**src/rtl/pipe_hazard_ctrl_pkg.sv**
```systemverilog
// Shared definitions for the pipeline stall/flush sequencer.
// Holds the controller state encoding and the register-specifier width.
package pipe_ctrl_pkg;

    localparam int REG_W = 3;

    localparam logic [1:0] ST_RUN     = 2'd0;
    localparam logic [1:0] ST_MEMWAIT = 2'd1;
    localparam logic [1:0] ST_DRAIN   = 2'd2;
    localparam logic [1:0] ST_HALTED  = 2'd3;

endpackage

```
**src/rtl/pipe_hazard_ctrl_if.sv**
```systemverilog
// Hazard-controller bundle: pipeline status in, stage enable/flush controls out.
// master drives the pipeline status; slave is the sequencer.
interface pipe_hazard_ctrl_if #(
    parameter int CNT_W = 16
);
    import pipe_ctrl_pkg::*;

    logic [REG_W-1:0] id_rs;
    logic [REG_W-1:0] id_rt;
    logic             id_uses_rs;
    logic             id_uses_rt;
    logic             id_halt;
    logic             ex_memread;
    logic [REG_W-1:0] ex_writereg;
    logic             ex_branch_taken;
    logic             mem_req;
    logic             mem_done;
    logic             wb_halt;

    logic             pc_en;
    logic             ifid_en;
    logic             ifid_flush;
    logic             idex_en;
    logic             idex_bubble;
    logic             exmem_en;
    logic             memwb_bubble;
    logic             halted;
    logic [CNT_W-1:0] stall_cnt;

    modport master (
        output id_rs, id_rt, id_uses_rs, id_uses_rt, id_halt,
               ex_memread, ex_writereg, ex_branch_taken,
               mem_req, mem_done, wb_halt,
        input  pc_en, ifid_en, ifid_flush, idex_en, idex_bubble,
               exmem_en, memwb_bubble, halted, stall_cnt
    );

    modport slave (
        input  id_rs, id_rt, id_uses_rs, id_uses_rt, id_halt,
               ex_memread, ex_writereg, ex_branch_taken,
               mem_req, mem_done, wb_halt,
        output pc_en, ifid_en, ifid_flush, idex_en, idex_bubble,
               exmem_en, memwb_bubble, halted, stall_cnt
    );

endinterface

```
**src/rtl/pipe_hazard_ctrl_hazard_cmp.sv**
```systemverilog
// Load-use detector: the instruction in ID reads a register a load in EX is writing.
// R0 is compared like any other register.
module hazard_cmp
    import pipe_ctrl_pkg::*;
(
    input  logic [REG_W-1:0] id_rs,
    input  logic [REG_W-1:0] id_rt,
    input  logic             id_uses_rs,
    input  logic             id_uses_rt,
    input  logic             ex_memread,
    input  logic [REG_W-1:0] ex_writereg,
    output logic             hit
);

    assign hit = ex_memread &
                 ((id_uses_rs & (id_rs == ex_writereg)) |
                  (id_uses_rt & (id_rt == ex_writereg)));

endmodule

```
**src/rtl/pipe_hazard_ctrl.sv**
```systemverilog
// Central stall/flush sequencer for the 5-stage pipeline: Mealy stage controls,
// registered halt flag and a saturating front-end stall counter.
module pipe_hazard_ctrl
    import pipe_ctrl_pkg::*;
#(
    parameter int CNT_W = 16
) (
    input  logic              clk,
    input  logic              rst,
    pipe_hazard_ctrl_if.slave bus
);

    logic [1:0]       state, state_nxt;
    logic             ret_drain, ret_drain_nxt;
    logic             halted;
    logic [CNT_W-1:0] stall_cnt;
    logic             lu_hit;
    logic             mem_wait;
    logic             pc_en, ifid_en, ifid_flush, idex_en, idex_bubble;
    logic             exmem_en, memwb_bubble;

    hazard_cmp u_hazard_cmp (
        .id_rs       (bus.id_rs),
        .id_rt       (bus.id_rt),
        .id_uses_rs  (bus.id_uses_rs),
        .id_uses_rt  (bus.id_uses_rt),
        .ex_memread  (bus.ex_memread),
        .ex_writereg (bus.ex_writereg),
        .hit         (lu_hit)
    );

    assign mem_wait = bus.mem_req & ~bus.mem_done;

    always_comb begin
        pc_en         = 1'b1;
        ifid_en       = 1'b1;
        ifid_flush    = 1'b0;
        idex_en       = 1'b1;
        idex_bubble   = 1'b0;
        exmem_en      = 1'b1;
        memwb_bubble  = 1'b0;
        state_nxt     = state;
        ret_drain_nxt = ret_drain;

        case (state)
            ST_RUN: begin
                if (mem_wait) begin
                    {pc_en, ifid_en, idex_en, exmem_en} = 4'b0000;
                    memwb_bubble  = 1'b1;
                    state_nxt     = ST_MEMWAIT;
                    ret_drain_nxt = 1'b0;
                end else if (bus.ex_branch_taken) begin
                    // Younger ID/IF instructions are wrong-path: halt and load-use are moot.
                    ifid_flush  = 1'b1;
                    idex_bubble = 1'b1;
                end else if (lu_hit) begin
                    pc_en       = 1'b0;
                    ifid_en     = 1'b0;
                    idex_bubble = 1'b1;
                end else if (bus.id_halt) begin
                    pc_en      = 1'b0;
                    ifid_flush = 1'b1;
                    state_nxt  = ST_DRAIN;
                end
                if (bus.wb_halt) state_nxt = ST_HALTED;
            end
            ST_MEMWAIT: begin
                if (!bus.mem_done) begin
                    {pc_en, ifid_en, idex_en, exmem_en} = 4'b0000;
                    memwb_bubble = 1'b1;
                end else begin
                    state_nxt     = ret_drain ? ST_DRAIN : ST_RUN;
                    ret_drain_nxt = 1'b0;
                end
            end
            ST_DRAIN: begin
                if (mem_wait) begin
                    {pc_en, ifid_en, idex_en, exmem_en} = 4'b0000;
                    memwb_bubble  = 1'b1;
                    state_nxt     = ST_MEMWAIT;
                    ret_drain_nxt = 1'b1;
                end else begin
                    // Only older instructions remain; keep the front end empty.
                    pc_en      = 1'b0;
                    ifid_flush = 1'b1;
                    if (bus.wb_halt) state_nxt = ST_HALTED;
                end
            end
            default: begin
                {pc_en, ifid_en, idex_en, exmem_en} = 4'b0000;
            end
        endcase
    end

    always_ff @(posedge clk or negedge rst) begin
        if (!rst) begin
            state     <= ST_RUN;
            ret_drain <= 1'b0;
            halted    <= 1'b0;
            stall_cnt <= '0;
        end else begin
            state     <= state_nxt;
            ret_drain <= ret_drain_nxt;
            halted    <= (state_nxt == ST_HALTED);
            if (!pc_en && (state == ST_RUN || state == ST_MEMWAIT) && stall_cnt != '1)
                stall_cnt <= stall_cnt + 1'b1;
        end
    end

    assign bus.pc_en        = pc_en;
    assign bus.ifid_en      = ifid_en;
    assign bus.ifid_flush   = ifid_flush;
    assign bus.idex_en      = idex_en;
    assign bus.idex_bubble  = idex_bubble;
    assign bus.exmem_en     = exmem_en;
    assign bus.memwb_bubble = memwb_bubble;
    assign bus.halted       = halted;
    assign bus.stall_cnt    = stall_cnt;

endmodule
```
**src/flat_wrapper.sv**
```systemverilog
// flat-port wrapper written by rule: the top's interface ports become plain ports
module pipe_hazard_ctrl_flat import pipe_ctrl_pkg::*;
#(
    parameter int CNT_W = 16
)
  (clk, rst, bus_id_rs, bus_id_rt, bus_id_uses_rs, bus_id_uses_rt, bus_id_halt, bus_ex_memread, bus_ex_writereg, bus_ex_branch_taken, bus_mem_req, bus_mem_done, bus_wb_halt, bus_pc_en, bus_ifid_en, bus_ifid_flush, bus_idex_en, bus_idex_bubble, bus_exmem_en, bus_memwb_bubble, bus_halted, bus_stall_cnt);
  pipe_hazard_ctrl_if #(.CNT_W(CNT_W)) bus_i ();
  input  logic clk;
  input  logic rst;
  input wire logic [$bits(bus_i.id_rs)-1:0] bus_id_rs;
  input wire logic [$bits(bus_i.id_rt)-1:0] bus_id_rt;
  input wire logic [$bits(bus_i.id_uses_rs)-1:0] bus_id_uses_rs;
  input wire logic [$bits(bus_i.id_uses_rt)-1:0] bus_id_uses_rt;
  input wire logic [$bits(bus_i.id_halt)-1:0] bus_id_halt;
  input wire logic [$bits(bus_i.ex_memread)-1:0] bus_ex_memread;
  input wire logic [$bits(bus_i.ex_writereg)-1:0] bus_ex_writereg;
  input wire logic [$bits(bus_i.ex_branch_taken)-1:0] bus_ex_branch_taken;
  input wire logic [$bits(bus_i.mem_req)-1:0] bus_mem_req;
  input wire logic [$bits(bus_i.mem_done)-1:0] bus_mem_done;
  input wire logic [$bits(bus_i.wb_halt)-1:0] bus_wb_halt;
  output wire logic [$bits(bus_i.pc_en)-1:0] bus_pc_en;
  output wire logic [$bits(bus_i.ifid_en)-1:0] bus_ifid_en;
  output wire logic [$bits(bus_i.ifid_flush)-1:0] bus_ifid_flush;
  output wire logic [$bits(bus_i.idex_en)-1:0] bus_idex_en;
  output wire logic [$bits(bus_i.idex_bubble)-1:0] bus_idex_bubble;
  output wire logic [$bits(bus_i.exmem_en)-1:0] bus_exmem_en;
  output wire logic [$bits(bus_i.memwb_bubble)-1:0] bus_memwb_bubble;
  output wire logic [$bits(bus_i.halted)-1:0] bus_halted;
  output wire logic [$bits(bus_i.stall_cnt)-1:0] bus_stall_cnt;
  assign bus_i.id_rs = bus_id_rs;
  assign bus_i.id_rt = bus_id_rt;
  assign bus_i.id_uses_rs = bus_id_uses_rs;
  assign bus_i.id_uses_rt = bus_id_uses_rt;
  assign bus_i.id_halt = bus_id_halt;
  assign bus_i.ex_memread = bus_ex_memread;
  assign bus_i.ex_writereg = bus_ex_writereg;
  assign bus_i.ex_branch_taken = bus_ex_branch_taken;
  assign bus_i.mem_req = bus_mem_req;
  assign bus_i.mem_done = bus_mem_done;
  assign bus_i.wb_halt = bus_wb_halt;
  assign bus_pc_en = bus_i.pc_en;
  assign bus_ifid_en = bus_i.ifid_en;
  assign bus_ifid_flush = bus_i.ifid_flush;
  assign bus_idex_en = bus_i.idex_en;
  assign bus_idex_bubble = bus_i.idex_bubble;
  assign bus_exmem_en = bus_i.exmem_en;
  assign bus_memwb_bubble = bus_i.memwb_bubble;
  assign bus_halted = bus_i.halted;
  assign bus_stall_cnt = bus_i.stall_cnt;
  pipe_hazard_ctrl #(.CNT_W(CNT_W)) u_core (.clk(clk), .rst(rst), .bus(bus_i));
endmodule
```
**config.mk**
```make
export PLATFORM = sky130hd
export DESIGN_NAME = pipe_hazard_ctrl_flat
export DESIGN_NICKNAME = d
export VERILOG_FILES = /design/src/rtl/pipe_hazard_ctrl_pkg.sv /design/src/rtl/pipe_hazard_ctrl_if.sv /design/src/rtl/pipe_hazard_ctrl_hazard_cmp.sv /design/src/rtl/pipe_hazard_ctrl.sv /design/src/flat_wrapper.sv
export SDC_FILE = /design/constraint.sdc
export NUM_CORES = 1
export LEC_CHECK = 0
export ABC_AREA = 1
export CAP_MARGIN = 5
export CORE_UTILIZATION = 50
export DETAILED_ROUTE_END_ITERATION = 8
export PLACE_DENSITY = 0.89
export SKIP_LAST_GASP = 1
export SLEW_MARGIN = 10
export SYNTH_ARGS = -nofsm -noshare
export SYNTH_HDL_FRONTEND = slang
export SYNTH_HIERARCHICAL = 1
export SYNTH_SLANG_ARGS = --single-unit
```
**constraint.sdc**
```tcl
create_clock -name clk -period 2.5 [get_ports clk]
set_clock_uncertainty 0.1 [all_clocks]
set_input_delay 0.625 -clock clk [delete_from_list [all_inputs] [get_ports clk]]
set_output_delay 0.625 -clock clk [all_outputs]
set_load 0.01 [all_outputs]
```
==> results.ini <==
[timing]
fmax_mhz=398.2
hold_viol=0
setup_viol=1
slew_viol_final=0
worstMarginPinSlew_ps=262.9
rsz0062_at_grt=yes
setup_ws_ps=-11.24
post-route-min-period_ps=2511
min_period_over_period=1.004
maxSlewHeadroom=0.8247

[cells_and_area]
final_cells=337
final_nets=327
diodes=0
final_common_cell=nand2_1
layout_common_cells=nand2_1 (100), inv_1 (27), nor2_1 (26)
n_fill_cell=221
drive_above_1_share=0.2353
syn_to_final_growth_pct=41.98

[drt]
via_count=1694
drcViolationCount=0
drt_pre_antenna_iters=5
antenna_left=0
vias_per_cell=5.027
drt_first_iter_violations=49
wl_mm=4.140
wl_per_cell_um=12.28

[logic_synthesis]
syn_avg_cell_area_um2=6.230
synth_nets=263
syn_inst=243
synth_area_mm2=0.001514
yosysSeqAreaShare=0.3306
synth_seq_cells=20
yosysUniqueCellTypes=23
yosys_warnings=6

[global_route]
grt_pass1_wl_mm=6.824
antenna_found_initial=0
grt_max_degree=21
grt_use_total=0.2655
grt_pass1_vias=1605
overflow=0

[power_and_ir_drop]
ir_worst_vdd_v=0.0004860
leakagePower_nw=1.144
p_per_area_mw_per_mm2=706.3
total_power_mw=1.518

[critical_path]
worstSetupPathType=primary input to primary output
cp-startpoint=bus_ex_writereg[1]
end_kind=primary output
crit_required_ps=1770
r2r-start=u_core/state[0]
arrival_ps=1790
worstSetupStartpointType=primary input
critPathMaxFanout=4

[clock_network]
cts.sinks=20
root_buffer=clkbuf_4
htree_levels=1
cts_hold_buf=0
cts_buffer_depth=2
clock_latency_ps=310
clk_pin_slew_ps=110
cts_tree=yes
cts_buffers=3

[die]
core_area_mm2=0.002805
die_area_mm2=0.003252
rows=19
die_x_um=57.03
start_util=0.5397
die_height_um=57.03
ios=43

[worst_hold_path]
hp-class=register to register
hp-start=u_core/ret_drain

[status]
run_status=finished with violations
violations=setup timing

[place]
dpl.cell_count=325
place.gp.congestion=0.8525
portBuffers=42
dp_hpwl_mm=2.877

[flow_run]
drv_cap=0

timing repair:
item	4_1_cts	5_1_grt
gates resized for setup	55	40
pin swaps	21	26
hold endpoints to repair	0	0
cloned	0	1
endpoints found under the setup margin	7	22
buffers inserted	6	2
flip-flops by register name, indices dropped and copies added, names as in the netlist:
name	count
u_core/bus.halted	1
u_core/bus.stall_cnt	16
u_core/ret_drain	1
u_core/state	2
layer usage:
layer / up-vias / global-route usage / routed length (µm)
met2: 49 / 0.4773 / 2101
met3: 13 / 0.05669 / 181
met1: 766 / 0.3237 / 1771
met4: 0 / 0.06620 / 87
li1: 866 / - / -
met5: - / 0 / 0
per-stage QoR:
step	worst slack (ps)	hold slack, ps	util	TNS [ps]	instance area, µm²
after global routing	-136.8	491.6	0.7663	-962.0	2150
final	-11.24	453.2	0.7663	-11.24	2150
after CTS	-15.52	463.4	0.7306	-15.52	2049
after floorplan	368.5	229.4	-	0	1514
after detailed placement	-740.1	435.5	0.7235	-4594	2029
after global placement	-646.2	404.1	0.7235	-3329	2029
power breakdown:
part | internal (mW) | switching (mW) | leakage [nW]
sequential | 0.392 | 0.0927 | 0.265
clock | 0.0891 | 0.102 | 0.0210
combinational | 0.408 | 0.434 | 0.859
total | 0.889 | 0.629 | 1.14
cell families after synthesis:
family	Yosys count	synth area share
xor+xnor	7	0.04050
fa+ha+maj	1	0.008263
compound gates	11	0.04298
flops	20	0.3306
simple gates	165	0.4661
buf+inv	39	0.1116
synth_stat cells, drive strengths merged:
cell type	number	area, µm²
a31oi	1	6.260
xor2	3	26.28
inv	36	135.1
nor2	33	146.4
xnor2	4	35.03
nand2	112	435.4
o211ai	1	7.510
dfrtp	20	500.5
ha	1	12.51
nand4	7	43.79
buf	3	33.78
o31ai	1	7.510
nand3	13	80.08
a21oi	2	13.76
o21ai	6	30.03
layout make-up:
cell class	count	area (µm²)	area share
Timing Repair Buffer	62	553.0	0.2573
Inverter	36	137.6	0.06403
Sequential cell	20	500.5	0.2328
Clock buffer	4	36.28	0.01688
Tap cell	31	38.79	0.01804
Multi-Input combinational cell	184	883.3	0.4109
worst paths after layout:
kind                                             to  depth (start not counted)  slack, ps
max in group asynchronous   u_core/bus.stall_cnt[6]                          2       1550
setup / recovery                        bus_ifid_en                         12        -10
hold reg to reg                    u_core/ret_drain                          2        450
min in group asynchronous  u_core/bus.stall_cnt[11]                          2        530
setup reg to reg           u_core/bus.stall_cnt[12]                         14        380
hold / removal                     u_core/ret_drain                          2        450
worst max-delay path, stage by stage:
cell and delay (ps):
buf_8 80, inv_2 40, nand2_2 70, nand2_2 50, nor2_1 90, nand2_1 70, a21oi_2 210, buf_4 160
inv_4 40, o21ai_2 120, o211ai_1 90, buf_2 150
No activity file was read; power rests on OpenSTA's default activity.
